$ cat src/rtl/des_perm_pipe_if.sv
// Handshake bus for des_perm_pipe; signal names are from the pipeline's point of view.
// The slave modport is the pipeline, the master modport is the upstream/downstream environment.
interface des_perm_pipe_if #(
    parameter int LANES = 1,
    parameter int CNT_W = 16
);
    logic                  valid_i;
    logic                  ready_o;
    logic                  mode_i;
    logic [64*LANES-1:0]   data_i;
    logic                  valid_o;
    logic                  ready_i;
    logic                  mode_o;
    logic [64*LANES-1:0]   data_o;
    logic [CNT_W-1:0]      blk_cnt_o;

    modport slave (
        input  valid_i,
        input  mode_i,
        input  data_i,
        input  ready_i,
        output ready_o,
        output valid_o,
        output mode_o,
        output data_o,
        output blk_cnt_o
    );

    modport master (
        output valid_i,
        output mode_i,
        output data_i,
        output ready_i,
        input  ready_o,
        input  valid_o,
        input  mode_o,
        input  data_o,
        input  blk_cnt_o
    );
endinterface

$ cat src/rtl/des_perm_pipe.sv
// DES initial permutation (IP) / inverse (IP^-1) applied per 64-bit lane, followed by a
// DEPTH-stage valid/ready pipeline with bubble collapsing and an output transfer counter.
module des_perm_pipe #(
    parameter int LANES = 1,
    parameter int DEPTH = 2,
    parameter int CNT_W = 16
) (
    input  logic            clk_i,
    input  logic            rst_ni,
    des_perm_pipe_if.slave  pipe_if
);

    localparam int W = 64 * LANES;

    // FIPS bit n (1 = MSB) lives at vector index 64-n.
    function automatic logic [63:0] des_perm(input logic [63:0] x, input logic inv);
        logic [63:0] y;
        int unsigned src;
        logic [5:0]  dst_idx;
        logic [5:0]  src_idx;
        y = '0;
        for (int unsigned r = 0; r < 8; r++) begin
            for (int unsigned c = 0; c < 8; c++) begin
                if (!inv) begin
                    src = (r < 4) ? (58 + 2 * r - 8 * c) : (57 + 2 * (r - 4) - 8 * c);
                end else begin
                    case (c)
                        0:       src = 40 - r;
                        1:       src = 8 - r;
                        2:       src = 48 - r;
                        3:       src = 16 - r;
                        4:       src = 56 - r;
                        5:       src = 24 - r;
                        6:       src = 64 - r;
                        default: src = 32 - r;
                    endcase
                end
                dst_idx    = 6'(63 - 8 * r - c);
                src_idx    = 6'(64 - src);
                y[dst_idx] = x[src_idx];
            end
        end
        return y;
    endfunction

    logic [DEPTH-1:0] valid_q, valid_d;
    logic [DEPTH-1:0] mode_q, mode_d;
    logic [W-1:0]     data_q [DEPTH];
    logic [W-1:0]     data_d [DEPTH];
    logic [CNT_W-1:0] cnt_q, cnt_d;
    logic             run_q;

    logic [DEPTH-1:0] adv;
    logic [W-1:0]     perm_data;
    logic             ready;
    logic             in_fire;
    logic             out_fire;

    // Stage k advances if ready_i is high or any stage at or after k is empty.
    always_comb begin : advance_chain
        logic acc;
        acc = pipe_if.ready_i;
        adv = '0;
        for (int unsigned i = 0; i < DEPTH; i++) begin
            acc                = acc | ~valid_q[DEPTH-1-i];
            adv[DEPTH-1-i]     = acc;
        end
    end

    assign ready    = run_q & adv[0];
    assign in_fire  = pipe_if.valid_i & ready;
    assign out_fire = valid_q[DEPTH-1] & pipe_if.ready_i;

    always_comb begin
        perm_data = '0;
        for (int unsigned l = 0; l < LANES; l++) begin
            perm_data[64*l +: 64] = des_perm(pipe_if.data_i[64*l +: 64], pipe_if.mode_i);
        end
    end

    always_comb begin
        valid_d = valid_q;
        mode_d  = mode_q;
        data_d  = data_q;
        cnt_d   = cnt_q + CNT_W'(out_fire);
        if (adv[0]) begin
            valid_d[0] = in_fire;
            mode_d[0]  = pipe_if.mode_i;
            data_d[0]  = perm_data;
        end
        for (int unsigned k = 1; k < DEPTH; k++) begin
            if (adv[k]) begin
                valid_d[k] = valid_q[k-1];
                mode_d[k]  = mode_q[k-1];
                data_d[k]  = data_q[k-1];
            end
        end
    end

    // run_q holds ready_o low until the first edge that samples rst_ni high.
    always_ff @(posedge clk_i) begin
        if (!rst_ni) begin
            valid_q <= '0;
            mode_q  <= '0;
            cnt_q   <= '0;
            run_q   <= 1'b0;
            for (int unsigned k = 0; k < DEPTH; k++) begin
                data_q[k] <= '0;
            end
        end else begin
            valid_q <= valid_d;
            mode_q  <= mode_d;
            cnt_q   <= cnt_d;
            run_q   <= 1'b1;
            for (int unsigned k = 0; k < DEPTH; k++) begin
                data_q[k] <= data_d[k];
            end
        end
    end

    assign pipe_if.ready_o   = ready;
    assign pipe_if.valid_o   = valid_q[DEPTH-1];
    assign pipe_if.mode_o    = mode_q[DEPTH-1];
    assign pipe_if.data_o    = data_q[DEPTH-1];
    assign pipe_if.blk_cnt_o = cnt_q;

endmodule

$ cat src/flat_wrapper.sv
// flat-port wrapper written by rule: the top's interface ports become plain ports
module des_perm_pipe_flat 
#(
    parameter int LANES = 1,
    parameter int DEPTH = 2,
    parameter int CNT_W = 16
)
  (clk_i, rst_ni, pipe_if_valid_i, pipe_if_mode_i, pipe_if_data_i, pipe_if_ready_i, pipe_if_ready_o, pipe_if_valid_o, pipe_if_mode_o, pipe_if_data_o, pipe_if_blk_cnt_o);
  des_perm_pipe_if #(.LANES(LANES), .CNT_W(CNT_W)) pipe_if_i ();
  input  logic clk_i;
  input  logic rst_ni;
  input wire logic [$bits(pipe_if_i.valid_i)-1:0] pipe_if_valid_i;
  input wire logic [$bits(pipe_if_i.mode_i)-1:0] pipe_if_mode_i;
  input wire logic [$bits(pipe_if_i.data_i)-1:0] pipe_if_data_i;
  input wire logic [$bits(pipe_if_i.ready_i)-1:0] pipe_if_ready_i;
  output wire logic [$bits(pipe_if_i.ready_o)-1:0] pipe_if_ready_o;
  output wire logic [$bits(pipe_if_i.valid_o)-1:0] pipe_if_valid_o;
  output wire logic [$bits(pipe_if_i.mode_o)-1:0] pipe_if_mode_o;
  output wire logic [$bits(pipe_if_i.data_o)-1:0] pipe_if_data_o;
  output wire logic [$bits(pipe_if_i.blk_cnt_o)-1:0] pipe_if_blk_cnt_o;
  assign pipe_if_i.valid_i = pipe_if_valid_i;
  assign pipe_if_i.mode_i = pipe_if_mode_i;
  assign pipe_if_i.data_i = pipe_if_data_i;
  assign pipe_if_i.ready_i = pipe_if_ready_i;
  assign pipe_if_ready_o = pipe_if_i.ready_o;
  assign pipe_if_valid_o = pipe_if_i.valid_o;
  assign pipe_if_mode_o = pipe_if_i.mode_o;
  assign pipe_if_data_o = pipe_if_i.data_o;
  assign pipe_if_blk_cnt_o = pipe_if_i.blk_cnt_o;
  des_perm_pipe #(.LANES(LANES), .DEPTH(DEPTH), .CNT_W(CNT_W)) u_core (.clk_i(clk_i), .rst_ni(rst_ni), .pipe_if(pipe_if_i));
endmodule
$ cat config.mk
export PLATFORM = sky130hd
export DESIGN_NAME = des_perm_pipe_flat
export DESIGN_NICKNAME = d
export VERILOG_FILES = /design/src/rtl/des_perm_pipe_if.sv /design/src/rtl/des_perm_pipe.sv /design/src/flat_wrapper.sv
export SDC_FILE = /design/constraint.sdc
export NUM_CORES = 1
export LEC_CHECK = 0
export ABC_CLOCK_PERIOD_IN_PS = 2300
export BUFFER_PORTS_ARGS = -buffer_cell sky130_fd_sc_hd__buf_2
export CORE_MARGIN = 4
export CORE_UTILIZATION = 53
export CTS_CLUSTER_DIAMETER = 100
export CTS_CLUSTER_SIZE = 16
export DETAILED_ROUTE_END_ITERATION = 12
export PLACE_DENSITY = 0.8
export SLEW_MARGIN = 30
export SYNTH_ARGS = -nofsm -noshare
export SYNTH_HDL_FRONTEND = slang
export SYNTH_SLANG_ARGS = --single-unit
$ cat constraint.sdc
create_clock -name clk_i -period 2.3 [get_ports clk_i]
set_input_delay 0.115 -clock clk_i [delete_from_list [all_inputs] [get_ports clk_i]]
set_output_delay 0.115 -clock clk_i [all_outputs]
set_load 0.02 [all_outputs]
# After elaboration in Yosys (flattened, before gate mapping)
# Index checks and enable logic that the tools add are counted.
totals:
  reg_bits: 149
  input_bits: 69
  output_inout_bits: 83
  elab_cells: 317
classes:
  n_addsub: 61
  n_lt_le_gt_ge: 60
  mux: 181
  bitwise: 7
op_table:
  columns: ["cell", "n"]
  rows:
  - ["< comparator 6 x 7 -> 1 bit, second input constant", 60]
  - ["binary-select mux 1 bit (select 6 bit)", 60]
  - ["subtractor 1 x 6 -> 6 bit, first input constant", 47]
  - ["two-way mux 6 bit", 32]
  - ["two-way mux 5 bit", 17]
  - ["subtractor 1 x 5 -> 6 bit, first input constant", 13]
  - ["two-way mux 1 bit", 61]
  - ["two-way mux 3 bit", 6]
  - ["adder 16 x 1 -> 16 bit", 1]
  - ["two-way mux 4 bit", 3]
  - ["two-way mux 2 bit", 2]
  - ["bitwise AND 1 bit", 3]
  - ["inverter 1 bit", 2]
  - ["bitwise OR 1 bit", 2]

# Logic depth before layout (Yosys ltp)
depth:
  depth_word: 5
  ltp_mapped: 6
  depth_no_buf: 6

# Worst setup path after synthesis
# Ideal clock, no wire load.
synth_timing:
  path_type: "register to register"
  startpoint: "register u_core.valid_q[1]"
  endpoint: "register u_core.cnt_q[10] (netlist: u_core.pipe_if.blk_cnt_o[10])"
  setup_ns: 0.070
  arrival_ns: 1.730
  required_ns: 2.230
  setup_slack_ns: 0.499
  stages_incl_launch_ff: 7
  path_buffers: 0
  period_less_slack_ns: 1.801
  path_cell_list: "dfxtp_1 -> and2_1 -> ha_1 -> ha_1 -> nand3_1 -> or4_1 -> a21oi_1"
synth_via:
  elab_chain_cells: 2
synth_lines:
  columns: ["element", "line", "source"]
  rows:
  - ["from (decl)", "des_perm_pipe.sv:46", "logic [DEPTH-1:0] valid_q, valid_d;"]
  - ["from (signal assigned)", "des_perm_pipe.sv:111", "valid_q <= valid_d;"]
  - ["bitwise AND 1 bit", "des_perm_pipe.sv:72", "assign out_fire = valid_q[DEPTH-1] & pipe_if.ready_i;"]
  - ["adder 16 x 1 -> 16 bit", "des_perm_pipe.sv:85", "cnt_d = cnt_q + CNT_W'(out_fire);"]
  - ["to (signal assigned)", "des_perm_pipe.sv:113", "cnt_q <= cnt_d;"]
  - ["to (decl)", "des_perm_pipe.sv:50", "logic [CNT_W-1:0] cnt_q, cnt_d;"]
# No other way between the ends.
# A chain may end at the register's enable or synchronous reset.

# Worst setup path after layout
layout_timing:
  startpoint: "register u_core.valid_q[0]"
  endpoint: "output pipe_if_ready_o"
layout_via:
  elab_chain_cells: 3
layout_lines:
  columns: ["element", "line", "source"]
  rows:
  - ["inverter 1 bit", "des_perm_pipe.sv:65", "acc = acc | ~valid_q[DEPTH-1-i];"]
  - ["bitwise OR 1 bit", "des_perm_pipe.sv:65", null]
  - ["bitwise AND 1 bit", "des_perm_pipe.sv:70", "assign ready = run_q & adv[0];"]
  - ["to (decl)", "flat_wrapper.sv:16", "output wire logic [$bits(pipe_if_i.ready_o)-1:0] pipe_if_ready_o;"]
# No other way between the ends.

==> results.sh <==
export IMPL_clkLatencyLatePin_ns=0.41
export IMPL_grt_pass1_wl_um=24840
export IMPL_areaGrowthSynthToFinish_pct=16.38
export IMPL_timing_final_crit_share_pct=88.56
export IMPL_grtUsageTotal_pct=23.31
export IMPL_slew_headroom_pct=58.35
export IMPL_place_port_buffers=151
export IMPL_cts_max_level=4
export IMPL_finalSetupViolations=0
export IMPL_arrival_ns=1.92
export IMPL_fin_tns_setup_ns=0
export IMPL_finalPower_mw=6.078
export IMPL_startpoint_type="flip-flop"
export IMPL_clk_path_buf_depth=2
export IMPL_route_vias_total=5243
export IMPL_synth_top_area_share_pct=47.40
export IMPL_io_pins=152
export IMPL_drive_gt1_share_pct=24.13
export IMPL_fp_dieArea_um2=13680
export IMPL_path_class="flip-flop to primary output"
export IMPL_placedCellCount=916
export IMPL_wl_per_cell_um=16.83
export IMPL_overflow=0
export IMPL_ys_async_sr_fraction_pct=0
export IMPL_die_h_um=117.0
export IMPL_cts_buffers=17
export IMPL_dieWidth_um=117.0
export IMPL_layout_cells_non_filler=951
export IMPL_fin_crit_ns=2.037
export IMPL_place_congestion=0.8907
export IMPL_ant_nets=0
export IMPL_synth_common_cells="dfxtp_1 (149), nand2_1 (143), a21oi_1 (78)"
export IMPL_n_fill_cell=959
export IMPL_maxCapViolations=0
export IMPL_wl_um=16010
export IMPL_rsz0062_at_grt="false"
export IMPL_synth_edff_count=0
export IMPL_hold_viol=0
export IMPL_yosysSeqAreaShare_pct=47.40
export IMPL_drtIter0Drc=378
export IMPL_required_ns=2.18
export IMPL_cts_num_sinks=149
export IMPL_cts_tree="done"
export IMPL_ir_drop_mv=0.4035
export IMPL_dp_hpwl_um=11000
export IMPL_critPathMaxFanout=13
export IMPL_ctsRootBufferMaster="clkbuf_16"
export IMPL_final_util_pct=63.60
export IMPL_syn_inst=728
export IMPL_row_count=39
export IMPL_antenna_found_initial=0
export IMPL_drv_slew=0
export IMPL_num_antenna_cells=0
export IMPL_fin_area_um2=7325
export IMPL_fmax_mhz=491.0
export IMPL_viasPerCell=5.513
export IMPL_ys_types=28
export IMPL_start_util_pct=54.65
export IMPL_ys_top_cells_by_area="dfxtp_1 (47%), mux2i_1 (10%), nand2_1 (8.5%)"
export IMPL_power_density_nw_per_um2=829.8
export IMPL_synth_most_common_cell="dfxtp_1"
export IMPL_outcome="finished clean"
export IMPL_synth_seq_cells=149
export IMPL_p_leak_nw=3.348
export IMPL_drc=0
export IMPL_clk_pin_slew_ns=0.06
export IMPL_placed_area_um2=6689
export IMPL_grt_max_degree=72
export IMPL_drt_pass1_iterations=5
export IMPL_syn_area_per_cell_um2=8.645
export IMPL_grt_pass1_vias=5055
export IMPL_ys_flop_type="dfxtp_1"
export IMPL_nets=869
export IMPL_cp_end_kind="primary output"
export IMPL_synth_largest_area_cell="dfxtp_1"
export IMPL_yosys_warnings=0
export IMPL_tightest_slew_ns=0.6228
export IMPL_syn_nets=799
export IMPL_core_um2=11520
export IMPL_fin_worst_skew_ns=0.006044
export IMPL_hold_class="input port to flip-flop"
export IMPL_syn_area_um2=6294
-- per-layer routing --
| metal | GRT usage [%] | vias up | wire [um] |
|---|---|---|---|
| met2 | 38.57 | 187 | 7736 |
| met1 | 29.52 | 2475 | 6953 |
| met3 | 5.964 | 28 | 982 |
| li1 | - | 2553 | - |
| met4 | 8.563 | 0 | 336 |
| met5 | 0 | - | 0 |
-- cell type report --
class	instances	area, um2	share of cell area [%]
clock inverter	11	136.4	1.862
clock buffer	18	439.2	5.996
inverter	3	13.76	0.1879
tap	143	178.9	2.443
timing repair buffer	167	955.9	13.05
multi-input combinational	460	2618	35.74
sequential	149	2983	40.72
-- stage by stage --
| stage | hold WS, ns | setup slack (ns) |
|---|---|---|
| final | 0.06206 | 0.2632 |
| after global routing | 0.06836 | 0.1374 |
| after CTS | 0.04761 | 0.2414 |
| after detailed placement | 0.3685 | 0.4462 |
| after global placement | 0.3680 | 0.5329 |
| after floorplan | 0.1427 | 0.4994 |
-- cell usage in the layout, fill, tap and decap left out --
cell type      count
nor2_1            65
clkbuf_8           1
nor2b_4            1
buf_2            150
and2_1             4
nor4_1             4
bufinv_16          3
o21ai_0            3
nand3_1           11
dlygate4sd3_1      6
nand2b_1           4
mux2i_1           64
dfxtp_1          149
buf_4              6
or3_1              3
a21oi_1           78
xnor2_1            1
xor2_1             2
o31ai_1            4
clkinvlp_4         1
inv_4              1
nand3b_1           1
a211oi_1          60
clkbuf_16         17
nand2b_2           1
or4_1              4
nand3_2            1
clkinv_2           6
ha_1               2
nand2_1          143
buf_12             5
clkinv_4           1
inv_1              2
nand4_4            1
nand4_1            3
-- worst paths after layout --
kind | from | slack (ns) | cells past startpoint | to
setup / recovery | u_core.valid_q[0] | 0.26 | 3 | pipe_if_ready_o
setup reg to reg | u_core.valid_q[1] | 0.42 | 6 | u_core.pipe_if.blk_cnt_o[10]
hold reg to reg | u_core.pipe_if.data_o[1] | 0.45 | 2 | u_core.pipe_if.data_o[1]
hold / removal | pipe_if_data_i[25] | 0.06 | 3 | u_core.data_q[68]
-- power breakdown --
part | leakage [nW] | internal, mW | switching (mW)
combinational | 1.83 | 0.218 | 0.326
clock | 0.287 | 1.71 | 1.03
sequential | 1.23 | 2.72 | 0.0762
total | 3.35 | 4.64 | 1.44
-- repair_timing --
action | in CTS | in global routing
hold buffers | 6 | 0
endpoints found under the hold margin | 6 | 0
setup buffers | 0 | 0
resized for setup | 0 | 0
-- state kept, by name, summed over array words and instances, names as in the netlist --
register and count:
u_core.mode_q 2, u_core.valid_q 2, u_core.run_q 1, u_core.data_q 64
u_core.pipe_if.data_o 64, u_core.pipe_if.blk_cnt_o 16
-- worst max-delay path, stage by stage (launching register included) --
cell and delay [ns]:
dfxtp_1 0.49, nand3b_1 0.51, and2_1 0.36, buf_2 0.16
-- kinds of logic after synthesis --
logic type | Yosys count | share of synthesized area, %
compound gates | 145 | 14.08
fa+ha+maj | 2 | 0.3976
flops | 149 | 47.40
buf+inv | 119 | 11.17
xor+xnor | 3 | 0.4176
simple gates | 246 | 16.36
mux | 64 | 10.18
No activity file was read; power rests on OpenSTA's default activity.
